<file path="src/rtl/sd_clk_div_if.sv">
// Host-side control and card-clock outputs of the SD clock divider.
// The divider takes the slave view; the host front end (or a bench) takes the master view.
interface sd_clk_div_if #(
  parameter int DIV_W = 10
);
  logic             pll_lock;
  logic             en;
  logic [DIV_W-1:0] div;
  logic             div_load;
  logic             clk_out;
  logic             rise_stb;
  logic             fall_stb;
  logic             ready;
  logic             stopped;

  modport master (
    output pll_lock, en, div, div_load,
    input  clk_out, rise_stb, fall_stb, ready, stopped
  );

  modport slave (
    input  pll_lock, en, div, div_load,
    output clk_out, rise_stb, fall_stb, ready, stopped
  );
endinterface

</file>
<file path="src/rtl/sd_clk_div.sv">
// Runtime-programmable SD card clock divider with glitch-free divisor switching,
// run/stop gating, PLL-lock qualification and edge strobes for the SD engines.
module sd_clk_div #(
  parameter int DIV_W       = 10,
  parameter int INIT_DIV    = 124,
  parameter int LOCK_CYCLES = 16
) (
  input logic        clkin,
  input logic        reset,
  sd_clk_div_if.slave bus
);
  localparam int LCNT_W = $clog2(LOCK_CYCLES + 1);
  localparam logic [DIV_W-1:0] INIT_N = (INIT_DIV < 2) ? DIV_W'(2) : DIV_W'(INIT_DIV);

  typedef enum logic [1:0] {WAIT_LOCK, IDLE, RUN} state_t;

  function automatic logic [DIV_W-1:0] clamp_div(input logic [DIV_W-1:0] d);
    return (d < DIV_W'(2)) ? DIV_W'(2) : d;
  endfunction

  // One extra bit so ceil(N/2) stays correct for the largest divisor.
  function automatic logic [DIV_W-1:0] half_up(input logic [DIV_W-1:0] n);
    logic [DIV_W:0] s;
    s = {1'b0, n} + (DIV_W+1)'(1);
    return s[DIV_W:1];
  endfunction

  logic              lock_s1, lock_s2;
  logic [LCNT_W-1:0] lock_cnt;
  logic              ready_r, ready_d;
  state_t            state;
  logic [DIV_W-1:0]  n_act, n_pend, pcnt, pcnt_nx, half;
  logic              last;
  logic              clk_r, rise_r, fall_r, stop_r;

  // ready_d is the value ready takes at the coming edge; the FSM acts on it so that
  // clk_out is parked in the same cycle ready drops.
  assign ready_d = lock_s1 && lock_s2 && (lock_cnt >= LCNT_W'(LOCK_CYCLES - 1));
  assign pcnt_nx = pcnt + DIV_W'(1);
  assign half    = half_up(n_act);
  assign last    = (pcnt == n_act - DIV_W'(1));

  always_ff @(posedge clkin) begin
    if (reset) begin
      lock_s1  <= 1'b0;
      lock_s2  <= 1'b0;
      lock_cnt <= '0;
      ready_r  <= 1'b0;
    end else begin
      lock_s1 <= bus.pll_lock;
      lock_s2 <= lock_s1;
      if (!lock_s2)
        lock_cnt <= '0;
      else if (lock_cnt != LCNT_W'(LOCK_CYCLES))
        lock_cnt <= lock_cnt + LCNT_W'(1);
      ready_r <= ready_d;
    end
  end

  always_ff @(posedge clkin) begin
    if (reset)
      n_pend <= INIT_N;
    else if (bus.div_load)
      n_pend <= clamp_div(bus.div);
  end

  // Active divisor only changes at a period start, so a period never mixes two N.
  always_ff @(posedge clkin) begin
    if (reset) begin
      state  <= WAIT_LOCK;
      n_act  <= INIT_N;
      pcnt   <= '0;
      clk_r  <= 1'b0;
      rise_r <= 1'b0;
      fall_r <= 1'b0;
      stop_r <= 1'b1;
    end else begin
      rise_r <= 1'b0;
      fall_r <= 1'b0;
      if (!ready_d) begin
        state  <= WAIT_LOCK;
        pcnt   <= '0;
        clk_r  <= 1'b0;
        fall_r <= clk_r;
        stop_r <= 1'b1;
      end else begin
        case (state)
          WAIT_LOCK: state <= IDLE;
          IDLE: begin
            if (bus.en) begin
              state  <= RUN;
              n_act  <= n_pend;
              pcnt   <= '0;
              clk_r  <= 1'b1;
              rise_r <= 1'b1;
              stop_r <= 1'b0;
            end
          end
          RUN: begin
            if (last) begin
              pcnt <= '0;
              if (bus.en) begin
                n_act  <= n_pend;
                clk_r  <= 1'b1;
                rise_r <= 1'b1;
              end else begin
                state  <= IDLE;
                stop_r <= 1'b1;
              end
            end else begin
              pcnt   <= pcnt_nx;
              clk_r  <= (pcnt_nx < half);
              fall_r <= (pcnt_nx == half);
            end
          end
          default: state <= WAIT_LOCK;
        endcase
      end
    end
  end

  assign bus.clk_out  = clk_r;
  assign bus.rise_stb = rise_r;
  assign bus.fall_stb = fall_r;
  assign bus.ready    = ready_r;
  assign bus.stopped  = stop_r;
endmodule

</file>
<file path="src/flat_wrapper.sv">
// flat-port wrapper written by rule: the top's interface ports become plain ports
module sd_clk_div_flat 
#(
  parameter int DIV_W       = 10,
  parameter int INIT_DIV    = 124,
  parameter int LOCK_CYCLES = 16
)
  (clkin, reset, bus_pll_lock, bus_en, bus_div, bus_div_load, bus_clk_out, bus_rise_stb, bus_fall_stb, bus_ready, bus_stopped);
  sd_clk_div_if #(.DIV_W(DIV_W)) bus_i ();
  input logic clkin;
  input logic reset;
  input wire logic [$bits(bus_i.pll_lock)-1:0] bus_pll_lock;
  input wire logic [$bits(bus_i.en)-1:0] bus_en;
  input wire logic [$bits(bus_i.div)-1:0] bus_div;
  input wire logic [$bits(bus_i.div_load)-1:0] bus_div_load;
  output wire logic [$bits(bus_i.clk_out)-1:0] bus_clk_out;
  output wire logic [$bits(bus_i.rise_stb)-1:0] bus_rise_stb;
  output wire logic [$bits(bus_i.fall_stb)-1:0] bus_fall_stb;
  output wire logic [$bits(bus_i.ready)-1:0] bus_ready;
  output wire logic [$bits(bus_i.stopped)-1:0] bus_stopped;
  assign bus_i.pll_lock = bus_pll_lock;
  assign bus_i.en = bus_en;
  assign bus_i.div = bus_div;
  assign bus_i.div_load = bus_div_load;
  assign bus_clk_out = bus_i.clk_out;
  assign bus_rise_stb = bus_i.rise_stb;
  assign bus_fall_stb = bus_i.fall_stb;
  assign bus_ready = bus_i.ready;
  assign bus_stopped = bus_i.stopped;
  sd_clk_div #(.DIV_W(DIV_W), .INIT_DIV(INIT_DIV), .LOCK_CYCLES(LOCK_CYCLES)) u_core (.clkin(clkin), .reset(reset), .bus(bus_i));
endmodule
</file>
<file path="config.mk">
export PLATFORM = sky130hd
export DESIGN_NAME = sd_clk_div_flat
export DESIGN_NICKNAME = d
export VERILOG_FILES = /design/src/rtl/sd_clk_div_if.sv /design/src/rtl/sd_clk_div.sv /design/src/flat_wrapper.sv
export SDC_FILE = /design/constraint.sdc
export NUM_CORES = 1
export LEC_CHECK = 0
export ABC_AREA = 1
export ABC_CLOCK_PERIOD_IN_PS = 7100
export CORE_ASPECT_RATIO = 0.5
export CORE_MARGIN = 4
export CORE_UTILIZATION = 61
export DETAILED_ROUTE_END_ITERATION = 16
export PLACE_DENSITY = 0.89
export SLEW_MARGIN = 40
export SYNTH_ARGS = -nofsm -noshare
export SYNTH_HDL_FRONTEND = slang
export SYNTH_SLANG_ARGS = --single-unit
</file>
<file path="constraint.sdc">
create_clock -name clkin -period 7.1 [get_ports clkin]
set_input_delay 1.42 -clock clkin [delete_from_list [all_inputs] [get_ports clkin]]
set_output_delay 1.42 -clock clkin [all_outputs]
set_load 0.02 [all_outputs]
</file>
* Yosys cells after proc, flatten, opt, wreduce, memory -nomap -nowiden *
Cells that the tools add are included.

cells by class
  bitwise gates (word level) = 2
  magnitude comparators = 3
  eq/ne operators = 8
  mux-type cells = 24
  reductions and logical operators = 10
  $add $sub $neg = 4

operators with widths
  cell                                                   number
  2-to-1 mux 10 bit                                      5
  one-hot mux 10 bit (2 select lines)                    2
  == test 10 bit                                         2
  adder 10 x 1 -> 11 bit, second input constant          1
  adder 10 x 1 -> 10 bit, second input constant          1
  < comparator 10 bit                                    1
  < comparator 10 x 2 -> 1 bit, second input constant    1
  2-to-1 mux 1 bit                                       10
  subtractor 10 x 1 -> 10 bit, second input constant     1
  2-to-1 mux 2 bit                                       3
  one-hot mux 1 bit (2 select lines)                     3
  one-hot mux 2 bit (3 select lines)                     1
  AND reduction 3 bit                                    2
  adder 5 x 1 -> 5 bit, second input constant            1
  >= comparator 5 x 4 -> 1 bit, second input constant    1
  inequality test 5 bit, second input constant           1
  inequality test 2 bit, second input constant           2
  AND reduction 4 bit                                    1
  OR reduction 2 bit                                     2
  == test 2 x 1 -> 1 bit, second input constant          1
  == test 2 bit, second input constant                   1
  logical AND 1 bit                                      2
  zero test 2 bit                                        1
  inequality test 2 x 1 -> 1 bit, second input constant  1
  other kinds (3)                                        4

storage, ports and cells
  logic and storage cells = 63
  bits of input ports = 15
  register bits after elaboration = 44

* Longest topological paths before layout *
  word-level depth = 5
  gate-level depth with buffers = 16

* Worst setup path after synthesis *
No wires, ideal clock.

  kind = register -> register
  start = reg u_core.n_act[1]
  end = reg u_core.clk_r, in the netlist u_core.bus.clk_out
  arrival time = 2206 ps
  stages on the path, launching flop included = 15
  path slack = 4779 ps
  path through = dfxtp_1 > ha_1 > nand3_1 > nor3_1 > nand2_1 > nor2_1 > nand3_1 > ha_1 > nand2_1 > nor2_1 > o211ai_1 > o2111ai_1 > nand2_1 > o21ai_1 > nor2_1

on the way
  cells in the longest elaborated chain, start to end = 4
  elaborated cells between the ends (all ways) = 6
  classes of those cells = add/sub (2); order compare (1); eq/ne (1); mux (2)

RTL lines
  what                                                                          line                                 source
  start, declared                                                               sd_clk_div.sv:32                     logic [DIV_W-1:0] n_act, n_pend, pcnt, pcnt_nx, half;
  start signal, assigned                                                        sd_clk_div.sv:92                     n_act <= n_pend;
  start signal, assigned                                                        sd_clk_div.sv:103                    n_act <= n_pend;
  adder 10 x 1 -> 11 bit / subtractor 10 x 1 -> 10 bit (equally long branches)  sd_clk_div.sv:24, sd_clk_div.sv:41
  < comparator 10 bit / == test 10 bit (equally long branches)                  sd_clk_div.sv:112, sd_clk_div.sv:41
  2-to-1 mux 1 bit *                                                            sd_clk_div.sv:100                    if (last) begin
  one-hot mux 1 bit (2 select lines) *                                          sd_clk_div.sv:87                     case (state)
  end signal, assigned                                                          sd_clk_div.sv:112                    clk_r <= (pcnt_nx < half);
  end, declared                                                                 sd_clk_div.sv:34                     logic clk_r, rise_r, fall_r, stop_r;

Mark *: on every way between the ends. The rest lies on a longest branch, timed or not.
A chain may end at the register's enable or synchronous reset.

* Worst setup path after layout *
  start = in bus_en
  end = reg u_core.n_act[0]

on the way
  cells in the longest elaborated chain, start to end = 3

RTL lines
  what                                   line                source
  start, declared                        flat_wrapper.sv:13  input wire logic [$bits(bus_i.en)-1:0] bus_en;
  2-to-1 mux 10 bit *                    -
  2-to-1 mux 10 bit                      -
  one-hot mux 10 bit (2 select lines) *  -

Mark *: on every way between the ends. The rest lies on a longest branch, timed or not. The select of a mux whose other input is x is not followed.

==> results.json <==
{
  "slowest_delay_ns": 0.58,
  "ctsHoldBuffers": 0,
  "track_usage_pct": 23.0,
  "syn_to_final_growth_pct": 10.2,
  "fin_crit_sh_pct": 40.6,
  "setup_viol": 0,
  "finalWorstSetupSlack_ns": 4.22,
  "worst-path-stages": 7,
  "reg2reg_from": "u_core.n_act[3]",
  "status": "finished, final reports clean",
  "p_per_area_mw_per_mm2": 148,
  "routedWlPerCell_um": 12.8,
  "drc_errors": 0,
  "num_antenna_cells": 0,
  "crit_fanout": 11,
  "post_cts_resized": 0,
  "numCtsBuffers": 5,
  "r2r_end": "u_core.bus.clk_out",
  "final_area_mm2": 0.00319,
  "post_cts_buffers": 0,
  "worstPathArrival_ns": 3.12,
  "slew_violations": 0,
  "ff_latch_area_um2": 881,
  "syn_nets": 455,
  "leakage_nw": 1.42,
  "regToRegSetupSlack_ns": 4.22,
  "ioPinCount": 20,
  "ys_ff_latch": 44,
  "dp_slack_ns": 3.92,
  "gp_congestion": 0.935,
  "via_count": 2738,
  "ys_seq_area_share_pct": 30.5,
  "ant_nets": 0,
  "hpwl_um": 4990,
  "min_period_ns": 2.88,
  "fin_worst_skew_ns": 0.00469,
  "cp-start-kind": "primary input",
  "crit_chain": "clkdlybuf4s50_1, inv_1, nor2_1, nand3_4, nand2_1, inv_1, nor2_1",
  "drt-initial-drc-count": 115,
  "die_h_um": 56.7,
  "maxCapViolations": 0,
  "drive_above_1_share_pct": 7.60,
  "required_ns": 7.34,
  "cts_tree": "done",
  "finalHoldViolCount": 0,
  "grt_first_pass_wirelength_um": 11300,
  "die_width_um": 105,
  "cp.buffers_inverters": 3,
  "cts-root-buf": "clkbuf_8",
  "cp_slowest_cell": "nor2_1",
  "ir_drop_mv": 0.120,
  "max_freq_mhz": 347,
  "crit_type": "in -> reg",
  "synth_top_area_cell": "dfxtp_1",
  "first_pass_iters": 6,
  "rsz0062_at_grt": "no",
  "holdCritPathClass": "reg -> reg",
  "slew_headroom_pct": 43.4,
  "die_area_mm2": 0.00597,
  "instances_no_fill": 500,
  "worstRegToRegCells": 14,
  "fin_nets": 467,
  "clk_pin_slew_worst_paths_ns": 0.09,
  "grt_overflow_total": 0,
  "synthDominantCellAreaShare_pct": 30.5,
  "core-area_mm2": 0.00449,
  "yosys_warnings": 0,
  "dpl_cell_area_mm2": 0.00307,
  "final_core_util_pct": 71.0,
  "place_inst": 492,
  "std_cell_rows": 17,
  "drt-total-wl_um": 6420,
  "crit_path_start": "bus_en",
  "crit_end": "u_core.n_act[0]",
  "port_buffers": 19,
  "syn_area_mm2": 0.00289,
  "grt_antenna_before_repair": 0,
  "n_fill_cell": 342,
  "numClockSinks": 44,
  "grt_max_degree": 20,
  "initial_utilization_pct": 64.4,
  "grt_pass1_vias": 2625,
  "cts.path.max_buffers": 2,
  "tns_ns": 0,
  "synth.distinct_cells": 40,
  "h-tree-depth": 2,
  "multi_input_area_mm2": 0.00170,
  "hp-start": "u_core.lock_s1",
  "via_per_inst": 5.48,
  "cp-end-kind": "register",
  "syn_inst": 421,
  "tightest_slew_ns": 0.844,
  "crit_family": "simple AND/OR/NAND/NOR gates",
  "syn_avg_cell_area_um2": 6.87,
  "yosys-top-cells-area": "dfxtp_1 (30%), nand2_1 (15%), ha_1 (8.2%)",
  "insertion_delay_ns": 0.30
}
-- state kept, by name, summed over array words and instances (netlist names), 2 cells and up --
signal           flops
u_core.state         2
u_core.lock_cnt      5
u_core.pcnt         10
u_core.n_pend       10
u_core.n_act        10
-- layout make-up --
| type | count | share of cell area, % |
|---|---|---|
| inverters | 58 | 6.83 |
| multi-input cells | 305 | 53.4 |
| flip-flops and latches | 44 | 27.6 |
| well taps | 66 | 2.59 |
| clock buffers | 5 | 2.16 |
| clock inverters | 3 | 1.45 |
| repair buffers | 19 | 5.97 |
-- metrics by stage --
stage                     hold slack [ns]  power, W
after detailed placement            0.421  0.000280
final                               0.435  0.000471
after global placement              0.413  0.000279
after global routing                0.460  0.000488
after floorplan                     0.403  0.000269
after CTS                           0.436  0.000473
-- worst reg2reg max path, delay by kind of cell (launching register included) --
| kind | cells | cell delay, ns |
|---|---|---|
| AND/OR/NAND/NOR | 8 | 1.12 |
| flip-flops | 1 | 0.67 |
| AO/OA/AOI/OAI | 3 | 0.41 |
| adder cells (fa/ha/maj) | 1 | 0.28 |
| XOR/XNOR | 1 | 0.18 |
| buffers and inverters | 1 | 0.13 |
-- layer usage --
| metal | up-vias | global-route usage [%] | share of wire, % |
|---|---|---|---|
| met1 | 1264 | 27.1 | 44 |
| met4 | 0 | 7.48 | 2.2 |
| met2 | 78 | 40.5 | 49 |
| li1 | 1378 | - | - |
| met5 | - | 0 | 0 |
| met3 | 18 | 6.43 | 5.0 |
-- how the worst min path moves through the flow --
stage | end | slack (ns) | cells after the start
after floorplan | u_core.lock_s2 | 0.40 | 2
after global placement | u_core.lock_s2 | 0.41 | 2
after detailed placement | u_core.lock_s2 | 0.42 | 2
after CTS | u_core.lock_s2 | 0.44 | 2
after global routing | u_core.lock_s2 | 0.46 | 2
final | u_core.lock_s2 | 0.43 | 2
-- kinds of logic (layout without fill, tap and decap cells) --
logic type / after synthesis / in the layout / synth area share [%]
buffers and inverters: 72 / 85 / 10.7
flip-flops: 44 / 44 / 30.5
adder cells (fa/ha/maj): 19 / 19 / 8.22
AND/OR/NAND/NOR: 230 / 230 / 37.7
XOR/XNOR: 15 / 15 / 4.54
AO/OA/AOI/OAI: 41 / 41 / 8.35
-- report_power, final --
part | switching, W | internal [W]
clock network | 0.0000905 | 0.000106
registers | 0.00000215 | 0.000251
logic | 0.0000106 | 0.0000106
total | 0.000103 | 0.000368
-- Yosys cell counts, drive strengths merged --
cell type  count
o21ai          8
xor2          13
o21bai         1
clkbuf         7
or2            1
nand3b         1
dfxtp         44
xnor2          2
inv           57
nand4         14
buf            7
nor2          47
nor4b          1
nor4           3
o211ai         1
clkinv         1
nand3         42
a211oi         5
ha            19
o21a           1
a21oi         22
nor3           4
nand2        117
a31o           1
o2111ai        1
a31oi          1
-- layout by cell type (no fill, tap or decap), types with 2 or more instances in the layout --
master,netlist,routed
nand2_1,112,112
inv_1,53,53
dfxtp_1,44,44
nand3_1,39,39
nor2_1,38,38
a21oi_1,21,21
ha_1,19,19
clkdlybuf4s50_1,0,19
nand4_1,14,14
xor2_1,13,13
o21ai_0,6,5
a211oi_1,5,5
clkbuf_8,0,5
inv_2,4,4
nor3_1,4,4
nor2_2,4,4
nand2_4,3,3
nor2_4,3,3
nor4_1,3,3
xnor2_1,2,2
nor2_8,2,2
nand2_2,2,2
nand3_2,2,2
o21ai_1,1,2
Note: power is estimated with default switching activity, not from simulation.
